**src/rtl/sdiv_pkg.sv**
```systemverilog
// Shared types and constants for the streaming signed-divider wrapper.
package sdiv_pkg;

    localparam int DW_DEF = 32;
    localparam logic [DW_DEF-1:0] SDIV_MAX = {1'b0, {(DW_DEF-1){1'b1}}};
    localparam logic [DW_DEF-1:0] SDIV_MIN = {1'b1, {(DW_DEF-1){1'b0}}};

    typedef struct packed {
        logic live;
        logic div0;
        logic ovf;
        logic sign;
    } sdiv_tag_t;

    // Only a zero divide of a negative numerator saturates toward the negative extreme.
    function automatic logic [DW_DEF-1:0] sdiv_sat_value(input sdiv_tag_t tag);
        return (tag.div0 && tag.sign) ? SDIV_MIN : SDIV_MAX;
    endfunction

endpackage

```
**src/rtl/sdiv_result_fifo.sv**
```systemverilog
// First-word-fall-through result FIFO: array storage plus a registered head,
// with a bypass so a write into an idle FIFO reaches the head one cycle later.
module sdiv_result_fifo #(
    parameter int WIDTH = 34,
    parameter int DEPTH = 8
) (
    input  logic             clk,
    input  logic             srst,
    input  logic             wr_en,
    input  logic [WIDTH-1:0] wr_data,
    output logic             rd_valid,
    output logic [WIDTH-1:0] rd_data,
    input  logic             rd_ready
);
    localparam int AW = $clog2(DEPTH);

    logic [WIDTH-1:0] mem [DEPTH];
    logic [AW-1:0]    wptr_reg, rptr_reg;
    logic [AW:0]      count_reg;
    logic             head_valid_reg;
    logic [WIDTH-1:0] head_data_reg;

    logic mem_empty, mem_full, load_head, take_mem, bypass, mem_wr;

    assign mem_empty = (count_reg == '0);
    assign mem_full  = (count_reg == (AW+1)'(DEPTH));
    assign load_head = !head_valid_reg || rd_ready;
    assign take_mem  = load_head && !mem_empty;
    assign bypass    = load_head && mem_empty && wr_en;
    assign mem_wr    = wr_en && !bypass;

    always_ff @(posedge clk) begin
        if (mem_wr) begin
            mem[wptr_reg] <= wr_data;
        end
    end

    always_ff @(posedge clk) begin
        if (srst) begin
            wptr_reg       <= '0;
            rptr_reg       <= '0;
            count_reg      <= '0;
            head_valid_reg <= 1'b0;
            head_data_reg  <= '0;
        end else begin
            if (load_head) begin
                head_valid_reg <= take_mem || bypass;
            end
            if (take_mem) begin
                head_data_reg <= mem[rptr_reg];
                rptr_reg      <= rptr_reg + AW'(1);
            end else if (bypass) begin
                head_data_reg <= wr_data;
            end
            if (mem_wr) begin
                wptr_reg <= wptr_reg + AW'(1);
            end
            count_reg <= count_reg + (AW+1)'(mem_wr) - (AW+1)'(take_mem);
        end
    end

    assign rd_valid = head_valid_reg;
    assign rd_data  = head_data_reg;

    a_no_overflow:  assert property (@(posedge clk) disable iff (srst) !(mem_wr && mem_full));
    a_no_underflow: assert property (@(posedge clk) disable iff (srst) !(take_mem && mem_empty));

endmodule

```
**src/rtl/sdiv_stream_ctrl.sv**
```systemverilog
// Valid/ready wrapper around a fixed-latency pipelined signed divider (DW up to DW_DEF).
// Define SDIV_STREAM_STATS_EN to add the stat_* result/busy counters.
module sdiv_stream_ctrl
    import sdiv_pkg::*;
#(
    parameter int DW         = DW_DEF,
    parameter int DIV_LAT    = 4,
    parameter int FIFO_DEPTH = 8
) (
    input  logic          sys_clk,
    input  logic          sys_rst,
    input  logic          in_valid,
    output logic          in_ready,
    input  logic [DW-1:0] in_numer,
    input  logic [DW-1:0] in_denom,
    output logic [DW-1:0] div_numer,
    output logic [DW-1:0] div_denom,
    input  logic [DW-1:0] div_quotient,
    output logic          out_valid,
    input  logic          out_ready,
    output logic [DW-1:0] out_quotient,
    output logic          out_div0,
    output logic          out_ovf
`ifdef SDIV_STREAM_STATS_EN
   ,output logic [15:0]   stat_div0_cnt,
    output logic [15:0]   stat_ovf_cnt,
    output logic [31:0]   stat_busy_cnt
`endif
);
    localparam int CW = $clog2(FIFO_DEPTH + 1);
    localparam logic [DW-1:0] q_min = {1'b1, {(DW-1){1'b0}}};

    logic [CW-1:0] credits_reg, credits_next;
    logic [DW-1:0] div_numer_reg, div_denom_reg;
    logic          issue, pop, in_div0, in_ovf;
    sdiv_tag_t     tag_new, tag_out;
    sdiv_tag_t     tag_reg  [DIV_LAT+1];
    sdiv_tag_t     tag_next [DIV_LAT+1];
    logic [DW_DEF-1:0] sat_full;
    logic [DW-1:0]     cap_quotient;
    logic [DW+1:0]     head_data;

    // Credits count free result slots not yet claimed by an in-flight operation.
    assign in_ready = (credits_reg != '0);
    assign issue    = in_valid && in_ready;
    assign pop      = out_valid && out_ready;
    assign in_div0  = (in_denom == '0);
    assign in_ovf   = !in_div0 && (in_numer == q_min) && (in_denom == '1);

    always_comb begin
        tag_new = '0;
        if (issue) begin
            tag_new.live = 1'b1;
            tag_new.div0 = in_div0;
            tag_new.ovf  = in_ovf;
            tag_new.sign = in_numer[DW-1];
        end
    end

    for (genvar gi = 0; gi <= DIV_LAT; gi++) begin : g_tag
        if (gi == 0) begin : g_head
            assign tag_next[gi] = tag_new;
        end else begin : g_shift
            assign tag_next[gi] = tag_reg[gi-1];
        end
    end

    always_ff @(posedge sys_clk) begin
        if (sys_rst) begin
            div_numer_reg <= '0;
            div_denom_reg <= DW'(1);
            for (int i = 0; i <= DIV_LAT; i++) begin
                tag_reg[i] <= '0;
            end
        end else begin
            tag_reg <= tag_next;
            if (issue) begin
                div_numer_reg <= in_numer;
                div_denom_reg <= in_div0 ? DW'(1) : in_denom;
            end
        end
    end

    always_comb begin
        credits_next = credits_reg;
        case ({issue, pop})
            2'b10:   credits_next = credits_reg - CW'(1);
            2'b01:   credits_next = credits_reg + CW'(1);
            default: credits_next = credits_reg;
        endcase
    end

    always_ff @(posedge sys_clk) begin
        if (sys_rst) begin
            credits_reg <= CW'(FIFO_DEPTH);
        end else begin
            credits_reg <= credits_next;
        end
    end

    assign div_numer = div_numer_reg;
    assign div_denom = div_denom_reg;

    // The divider's own answer is meaningless for flagged operations; substitute the saturated value.
    assign tag_out      = tag_reg[DIV_LAT];
    assign sat_full     = sdiv_sat_value(tag_out);
    assign cap_quotient = (tag_out.div0 || tag_out.ovf) ? DW'(sat_full >> (DW_DEF - DW)) : div_quotient;

    sdiv_result_fifo #(
        .WIDTH (DW + 2),
        .DEPTH (FIFO_DEPTH)
    ) u_fifo (
        .clk      (sys_clk),
        .srst     (sys_rst),
        .wr_en    (tag_out.live),
        .wr_data  ({cap_quotient, tag_out.div0, tag_out.ovf}),
        .rd_valid (out_valid),
        .rd_data  (head_data),
        .rd_ready (out_ready)
    );

    assign out_quotient = head_data[DW+1:2];
    assign out_div0     = head_data[1];
    assign out_ovf      = head_data[0];

    a_credit_bound: assert property (@(posedge sys_clk) disable iff (sys_rst) credits_reg <= CW'(FIFO_DEPTH));

`ifdef SDIV_STREAM_STATS_EN
    logic [15:0] stat_div0_reg, stat_ovf_reg;
    logic [31:0] stat_busy_reg;

    always_ff @(posedge sys_clk) begin
        if (sys_rst) begin
            stat_div0_reg <= '0;
            stat_ovf_reg  <= '0;
            stat_busy_reg <= '0;
        end else begin
            if (pop && out_div0 && stat_div0_reg != 16'hFFFF) begin
                stat_div0_reg <= stat_div0_reg + 16'd1;
            end
            if (pop && out_ovf && stat_ovf_reg != 16'hFFFF) begin
                stat_ovf_reg <= stat_ovf_reg + 16'd1;
            end
            if (in_valid && !in_ready) begin
                stat_busy_reg <= stat_busy_reg + 32'd1;
            end
        end
    end

    assign stat_div0_cnt = stat_div0_reg;
    assign stat_ovf_cnt  = stat_ovf_reg;
    assign stat_busy_cnt = stat_busy_reg;
`endif

endmodule

```
**config.mk**
```make
export PLATFORM = sky130hd
export DESIGN_NAME = sdiv_stream_ctrl
export DESIGN_NICKNAME = d
export VERILOG_FILES = /design/src/rtl/sdiv_pkg.sv /design/src/rtl/sdiv_result_fifo.sv /design/src/rtl/sdiv_stream_ctrl.sv
export SDC_FILE = /design/constraint.sdc
export NUM_CORES = 1
export LEC_CHECK = 0
export CORE_MARGIN = 2
export CORE_UTILIZATION = 50
export DETAILED_ROUTE_END_ITERATION = 7
export PLACE_DENSITY = 0.81
export SLEW_MARGIN = 20
export SYNTH_ARGS = -nofsm -noshare
export SYNTH_HDL_FRONTEND = slang
export SYNTH_HIERARCHICAL = 1
export SYNTH_SLANG_ARGS = --single-unit
```
**constraint.sdc**
```tcl
create_clock -name sys_clk -period 9.45 [get_ports sys_clk]
set_input_delay 2.835 -clock sys_clk [delete_from_list [all_inputs] [get_ports sys_clk]]
set_output_delay 2.835 -clock sys_clk [all_outputs]
set_load 0.005 [all_outputs]
```
== After elaboration in Yosys (flattened, before gate mapping) ==
Memory sizes are Yosys's and may differ from the RTL's. A register that Yosys moved wholly into a read port is not among the register bits.
Cells that the tools add are included.

* Reduce and logical (&&, ||, !) cells: 22
* Muxes and demuxes: 11
* Equality and inequality tests: 4
* Bitwise logic cells: 1
* Add/sub/neg operators: 6

{| class="wikitable"
|+ Operators with widths
! cell !! count
|-
| 32-bit two-way mux || 3
|-
| 34-bit two-way mux || 2
|-
| 32-bit == test (second input constant) || 2
|-
| 32-bit zero test || 1
|-
| 1-bit logical AND || 9
|-
| 4-bit case mux with 2 select lines || 1
|-
| 3-bit by 1-bit adder with 3-bit output (second input constant) || 2
|-
| 3-bit two-way mux || 2
|-
| 4-bit by 1-bit adder with 4-bit output || 1
|-
| 4-bit by 1-bit adder with 4-bit output (second input constant) || 1
|-
| 1-bit zero test || 4
|-
| 4-bit zero test || 1
|-
| 4-bit two-way mux || 1
|-
| 2-bit nonzero test || 2
|-
| 4-bit nonzero test || 1
|-
| 4-bit by 1-bit subtractor with 4-bit output || 1
|-
| 4-bit by 1-bit subtractor with 4-bit output (second input constant) || 1
|-
| 1-bit logical OR || 3
|-
| 2-bit by 1-bit == test with 1-bit output (second input constant) || 1
|-
| 2-bit == test (second input constant) || 1
|-
| 1-bit two-way mux || 2
|-
| 2-bit OR reduction || 1
|-
| 1-bit inverter || 1
|}

* Bits of input ports: 100
* Memories: 1
* Bits in writable memories: 272
* Bits in registers: 133

{| class="wikitable"
|+ Memory list
! name !! words !! width !! rd ports !! clocked after memory_dff !! wr ports !! RTL line !! text
|-
| u_fifo.mem || 8 || 34 || 1 || 1 || 1 || sdiv_result_fifo.sv:17 || <nowiki>logic [WIDTH-1:0] mem [DEPTH];</nowiki>
|}

== Depth between registers and ports, before layout ==
* Depth after elaboration: 8
* Depth in mapped cells: 11

== Modules after synthesis ==
Netlist, hierarchy kept.

{| class="wikitable"
|+ Modules (own cells, without submodules)
! module !! cells an instance !! times used !! area each (um^2) !! sequential area each (um^2)
|-
| sdiv_result_fifo || 584 || 1 || 12067.8 || 9128.8
|-
| sdiv_stream_ctrl || 425 || 1 || 3871.2 || 1761.7
|}

== Worst setup path before layout ==
OpenSTA, ideal clock, no wires.

* Path kind: in2reg
* Start: input port out_ready
* End: memory u_fifo.mem[0][0], enable pin
* Setup slack: 3.107 ns
* Data required time: 8.982 ns
* Path buffers: 0
* Arrival: 5.875 ns
* Cell stages on the path: 4
* Path through: nor2b_1 > o21ai_0 > or2_2 > nor3_1

* Longest elaborated chain between the ends: 7

{| class="wikitable"
|+ RTL lines
! element !! RTL line !! text
|-
| start: declaration || sdiv_stream_ctrl.sv:20 || <nowiki>input logic out_ready,</nowiki>
|-
| 1-bit logical OR || sdiv_result_fifo.sv:27 || <nowiki>assign load_head = !head_valid_reg || rd_ready;</nowiki>
|-
| 1-bit logical AND (2 in a row) || sdiv_result_fifo.sv:29 || <nowiki>assign bypass = load_head && mem_empty && wr_en;</nowiki>
|-
| 1-bit zero test || sdiv_result_fifo.sv:30 || <nowiki>assign mem_wr = wr_en && !bypass;</nowiki>
|-
| 1-bit logical AND || sdiv_result_fifo.sv:30 ||
|-
| 1-bit two-way mux || sdiv_result_fifo.sv:33 || <nowiki>if (mem_wr) begin</nowiki>
|-
| 1-bit two-way mux (not written as such) || sdiv_result_fifo.sv:34 || <nowiki>mem[wptr_reg] <= wr_data;</nowiki>
|-
| end: declaration || sdiv_result_fifo.sv:17 ||
|}

No other way between the ends.

== Worst setup path in the final report ==
* Start: input port out_ready
* End: memory u_fifo.mem[1][0], enable pin

Same word-level chain as after synthesis.

==> flow_summary.html <==
<table>
<tr><th>Metric</th><th>Value</th></tr>
<tr><th colspan="2">Synth</th></tr>
<tr><td>Top cells by area in the synthesized netlist</td><td>edfxtp_1, dfxtp_1, mux4_2, a21oi_2, mux2i_1</td></tr>
<tr><td>Part of the Yosys area used for sequential elements</td><td>68.3%</td></tr>
<tr><td>Number of synthesized flops with an enable pin</td><td>272</td></tr>
<tr><td>Library cell with the largest summed area after synthesis</td><td>edfxtp_1</td></tr>
<tr><td>Combined area of all synthesized cells</td><td>15900 um2</td></tr>
<tr><td>Yosys warnings</td><td>6</td></tr>
<tr><td>Share of async-settable or async-resettable flops after synthesis</td><td>0%</td></tr>
<tr><td>Synthesized netlist cell count</td><td>1009</td></tr>
<tr><td>Predominant post-synthesis flop cell</td><td>edfxtp_1</td></tr>
<tr><td>Synth Register Bits</td><td>408</td></tr>
<tr><td>Yosys top cell area share</td><td>51.2%</td></tr>
<tr><td>Average cell area after synthesis</td><td>15.8 um2</td></tr>
<tr><td>Net Count, Synth</td><td>1121</td></tr>
<tr><td>Netlist cell types</td><td>46</td></tr>
<tr><th colspan="2">CTS</th></tr>
<tr><td>Clock buffer count from CTS</td><td>42</td></tr>
<tr><td>CTS H-tree depth</td><td>2</td></tr>
<tr><td>Clock tree from TritonCTS</td><td>built</td></tr>
<tr><td>Clock slew seen by the registers of the worst setup and hold paths</td><td>0.06 ns</td></tr>
<tr><td>Max Root-Sink Buffers</td><td>3</td></tr>
<tr><td>Post-CTS setup buffer count</td><td>0</td></tr>
<tr><td>Clock root buffer</td><td>clkbuf_16</td></tr>
<tr><td># clock sinks</td><td>408</td></tr>
<tr><td># hold bufs at CTS</td><td>0</td></tr>
<tr><td>Clock insertion delay at the later pin of the skew report</td><td>0.55 ns</td></tr>
<tr><td>Post-cts sizing count</td><td>0</td></tr>
<tr><th colspan="2">Min path</th></tr>
<tr><td>Hold crit path type</td><td>register to register</td></tr>
<tr><td>Launch point of the worst hold path</td><td>tag_next[2]$_SDFF_PP0_</td></tr>
<tr><td>Hold Path End</td><td>tag_out[2]$_SDFF_PP0_</td></tr>
<tr><td>Worst hold path cell count</td><td>1</td></tr>
<tr><th colspan="2">Layout</th></tr>
<tr><td>Commonest non-fill, non-tap cell in the layout</td><td>edfxtp_1</td></tr>
<tr><td>Share of final-layout standard cells stronger than drive strength 1</td><td>21.8%</td></tr>
<tr><td>Area growth from synthesis to layout</td><td>23.3%</td></tr>
<tr><td>Net count of the finished layout</td><td>1319</td></tr>
<tr><td>Count of inserted antenna diode cells</td><td>0</td></tr>
<tr><td>Highest-count cells in the layout ignoring fill and taps</td><td>edfxtp_1, clkdlybuf4s50_1, dfxtp_1</td></tr>
<tr><td>Top reg by flops</td><td>u_fifo/mem</td></tr>
<tr><td>Final core utilization</td><td>62.5%</td></tr>
<tr><td>Max FFs per register</td><td>272</td></tr>
<tr><td>Fin cells</td><td>1643</td></tr>
<tr><th colspan="2">Die</th></tr>
<tr><td>Count of boundary I/O pins</td><td>200</td></tr>
<tr><td>X dimension of the die</td><td>183 um</td></tr>
<tr><td>Placeable core area</td><td>31500 um2</td></tr>
<tr><td>Die area</td><td>33300 um2</td></tr>
<tr><td>Initial Util</td><td>50.6%</td></tr>
<tr><td>Number of core rows</td><td>65</td></tr>
<tr><td>Vert. Die Dim</td><td>183 um</td></tr>
<tr><th colspan="2">Timing</th></tr>
<tr><td>Max-slew headroom</td><td>27.4%</td></tr>
<tr><td>Setup Total Neg Slack</td><td>0 ns</td></tr>
<tr><td>Slack of the critical path</td><td>4.42 ns</td></tr>
<tr><td>Fin. Hold Viols</td><td>0</td></tr>
<tr><td>Count of final max-slew check failures</td><td>0</td></tr>
<tr><td>Count of endpoints failing setup in the final report</td><td>0</td></tr>
<tr><td>Fin crit period</td><td>5.03 ns</td></tr>
<tr><td>Unrepaired setup endpoints after global routing</td><td>false</td></tr>
<tr><td>Maximum clock skew at final layout</td><td>0.0300 ns</td></tr>
<tr><td>Maximum clock frequency</td><td>199 MHz</td></tr>
<tr><td>Transition time at the pin with the least slew margin</td><td>1.09 ns</td></tr>
<tr><td>Portion of the clock cycle consumed by the worst path in the final layout</td><td>53.3%</td></tr>
<tr><th colspan="2">Routing</th></tr>
<tr><td>Total number of vias</td><td>9416</td></tr>
<tr><td>DRT Pass-1 Iters</td><td>5</td></tr>
<tr><td>Antenna viol nets, final</td><td>0</td></tr>
<tr><td>Iteration-0 DRC count of the detailed router</td><td>623</td></tr>
<tr><td>Post-route DRC violation count</td><td>0</td></tr>
<tr><td>Number of vias per cell</td><td>5.73</td></tr>
<tr><td>Detail-routed net length per standard cell</td><td>21.9 um</td></tr>
<tr><td>Sum of routed wire length over all layers</td><td>35900 um</td></tr>
<tr><th colspan="2">Global routing</th></tr>
<tr><td>Global route overflow</td><td>0</td></tr>
<tr><td>Antenna violations before repair</td><td>0</td></tr>
<tr><td>Vias in the first global route</td><td>10000</td></tr>
<tr><td>Largest net degree at the start of global routing</td><td>69</td></tr>
<tr><td>Global-route wire length before repair</td><td>55700 um</td></tr>
<tr><td>Overall routing resource usage</td><td>21.7%</td></tr>
<tr><th colspan="2">Pwr</th></tr>
<tr><td>Net switching fraction of the power</td><td>26.6%</td></tr>
<tr><td>Power density relative to cell area</td><td>243 nW/um2</td></tr>
<tr><td>Net switching power of the design</td><td>1.27 mW</td></tr>
<tr><td>Portion of total power attributed to sequential cells</td><td>44.8%</td></tr>
<tr><td>Static power due to leakage</td><td>6.47 nW</td></tr>
<tr><td>Clk pwr share</td><td>33.1%</td></tr>
<tr><td>Peak supply drop</td><td>0.144 mV</td></tr>
<tr><td>Cell internal pwr</td><td>3.50 mW</td></tr>
<tr><td>Logic pwr share</td><td>22.0%</td></tr>
<tr><th colspan="2">Place</th></tr>
<tr><td># port buffers</td><td>199</td></tr>
<tr><td>Total instance count after detailed placement</td><td>1562</td></tr>
<tr><td>Weighted congestion at the end of routability-driven global placement</td><td>0.907</td></tr>
<tr><td>HPWL reported at the end of detailed placement</td><td>21300 um</td></tr>
<tr><td>Worst slack after detailed placement</td><td>3.56 ns</td></tr>
<tr><th colspan="2">Critical path</th></tr>
<tr><td>Critical register-to-register path startpoint</td><td>u_fifo/count_reg[2]$_SDFF_PP0_</td></tr>
<tr><td>Worst flop-to-flop path endpoint</td><td>u_fifo/mem[1][0]$_DFFE_PP_</td></tr>
<tr><td>Kind of end point of the critical path</td><td>register</td></tr>
<tr><td>Flop-to-flop setup slack</td><td>6.62 ns</td></tr>
<tr><td>R2R depth</td><td>7</td></tr>
<tr><td>Critical path arrival</td><td>5.22 ns</td></tr>
<tr><td>Nature of the critical path startpoint</td><td>input pin</td></tr>
<tr><td>Max Fanout on Critical Path</td><td>22</td></tr>
<tr><td>Critical path required time</td><td>9.63 ns</td></tr>
<tr><td>Critical path type</td><td>input pin to register</td></tr>
<tr><th colspan="2">Run</th></tr>
<tr><td>Count of maximum capacitance violations</td><td>0</td></tr>
<tr><th colspan="2">Status</th></tr>
<tr><td>Result of the run</td><td>finished, final reports clean</td></tr>
</table>
-- per-stage QoR --
step                      power, mW  area [um2]  hold WS [ns]
after floorplan                2.85       15900         0.414
after global placement         3.20       18200         0.417
after detailed placement       3.22       18300         0.422
after CTS                      4.81       19600         0.436
after global routing           4.97       19700         0.447
final                          4.77       19700         0.428
-- layout make-up --
type | instances | area [um2]
timing repair buffer | 217 | 2240
inverter | 9 | 35.0
clock buffer | 51 | 1110
clock inverter | 27 | 201
tap | 402 | 503
multi-input combinational | 529 | 4660
fill | 2249 | 11800
sequential | 408 | 10900
-- critical path: stages --
cell	delay, ns
clkdlybuf4s50_1	0.43
nand2b_1	0.19
nand2_1	0.18
nand3_1	0.36
nor3_4	0.73
buf_4	0.48
-- power groups by stage --
stage               logic, mW  clock network [mW]  registers [mW]
floorplan               0.712                   0            2.14
global placement         1.03                   0            2.17
detailed placement       1.05                   0            2.18
CTS                      1.06                1.60            2.14
global route             1.14                1.67            2.16
finish                   1.05                1.58            2.14
-- synth_stat cells, types with 10 or more instances --
cell and count:
nand2_1 84, a21oi_2 50, dfxtp_1 136, nand2_2 50
a221o_1 34, nor4_1 18, nor2_1 58, mux2i_1 37
nor2b_1 20, ha_1 10, o21a_1 32, mux4_2 68
clkbuf_1 30, buf_2 22, a21oi_1 18, edfxtp_1 272
-- worst max-delay path by stage --
| stage | from | to | cells past startpoint |
|---|---|---|---|
| 2_1_floorplan | out_ready | u_fifo/mem[0][0]$_DFFE_PP_ | 4 |
| 3_3_place_gp | out_ready | u_fifo/mem[1][7]$_DFFE_PP_ | 6 |
| 3_5_place_dp | out_ready | u_fifo/mem[1][4]$_DFFE_PP_ | 6 |
| 4_1_cts | out_ready | u_fifo/mem[1][0]$_DFFE_PP_ | 6 |
| 5_1_grt | out_ready | u_fifo/mem[1][0]$_DFFE_PP_ | 6 |
| 6_report | out_ready | u_fifo/mem[1][0]$_DFFE_PP_ | 6 |
-- kinds of logic (layout without fill, tap and decap cells) --
| kind of cell | count (synthesis) | in the layout | share of synthesized area, % |
|---|---|---|---|
| flip-flops | 408 | 408 | 68.3 |
| AND/OR/NAND/NOR | 264 | 264 | 8.22 |
| AO/OA/AOI/OAI | 141 | 141 | 7.26 |
| multiplexers | 105 | 105 | 11.9 |
| buffers and inverters | 72 | 304 | 2.84 |
| adder cells (fa/ha/maj) | 12 | 12 | 1.04 |
| XOR/XNOR | 7 | 7 | 0.385 |
-- metal layers --
layer  wire length, um  vias to the layer above  GRT usage (%)
li1                  -                     4234              -
met1             13700                     4638           26.8
met2             17800                      460           36.8
met3              3090                       84           5.07
met4              1350                        0           9.29
met5                 0                        -              0
Note: power is estimated with default switching activity, not from simulation.
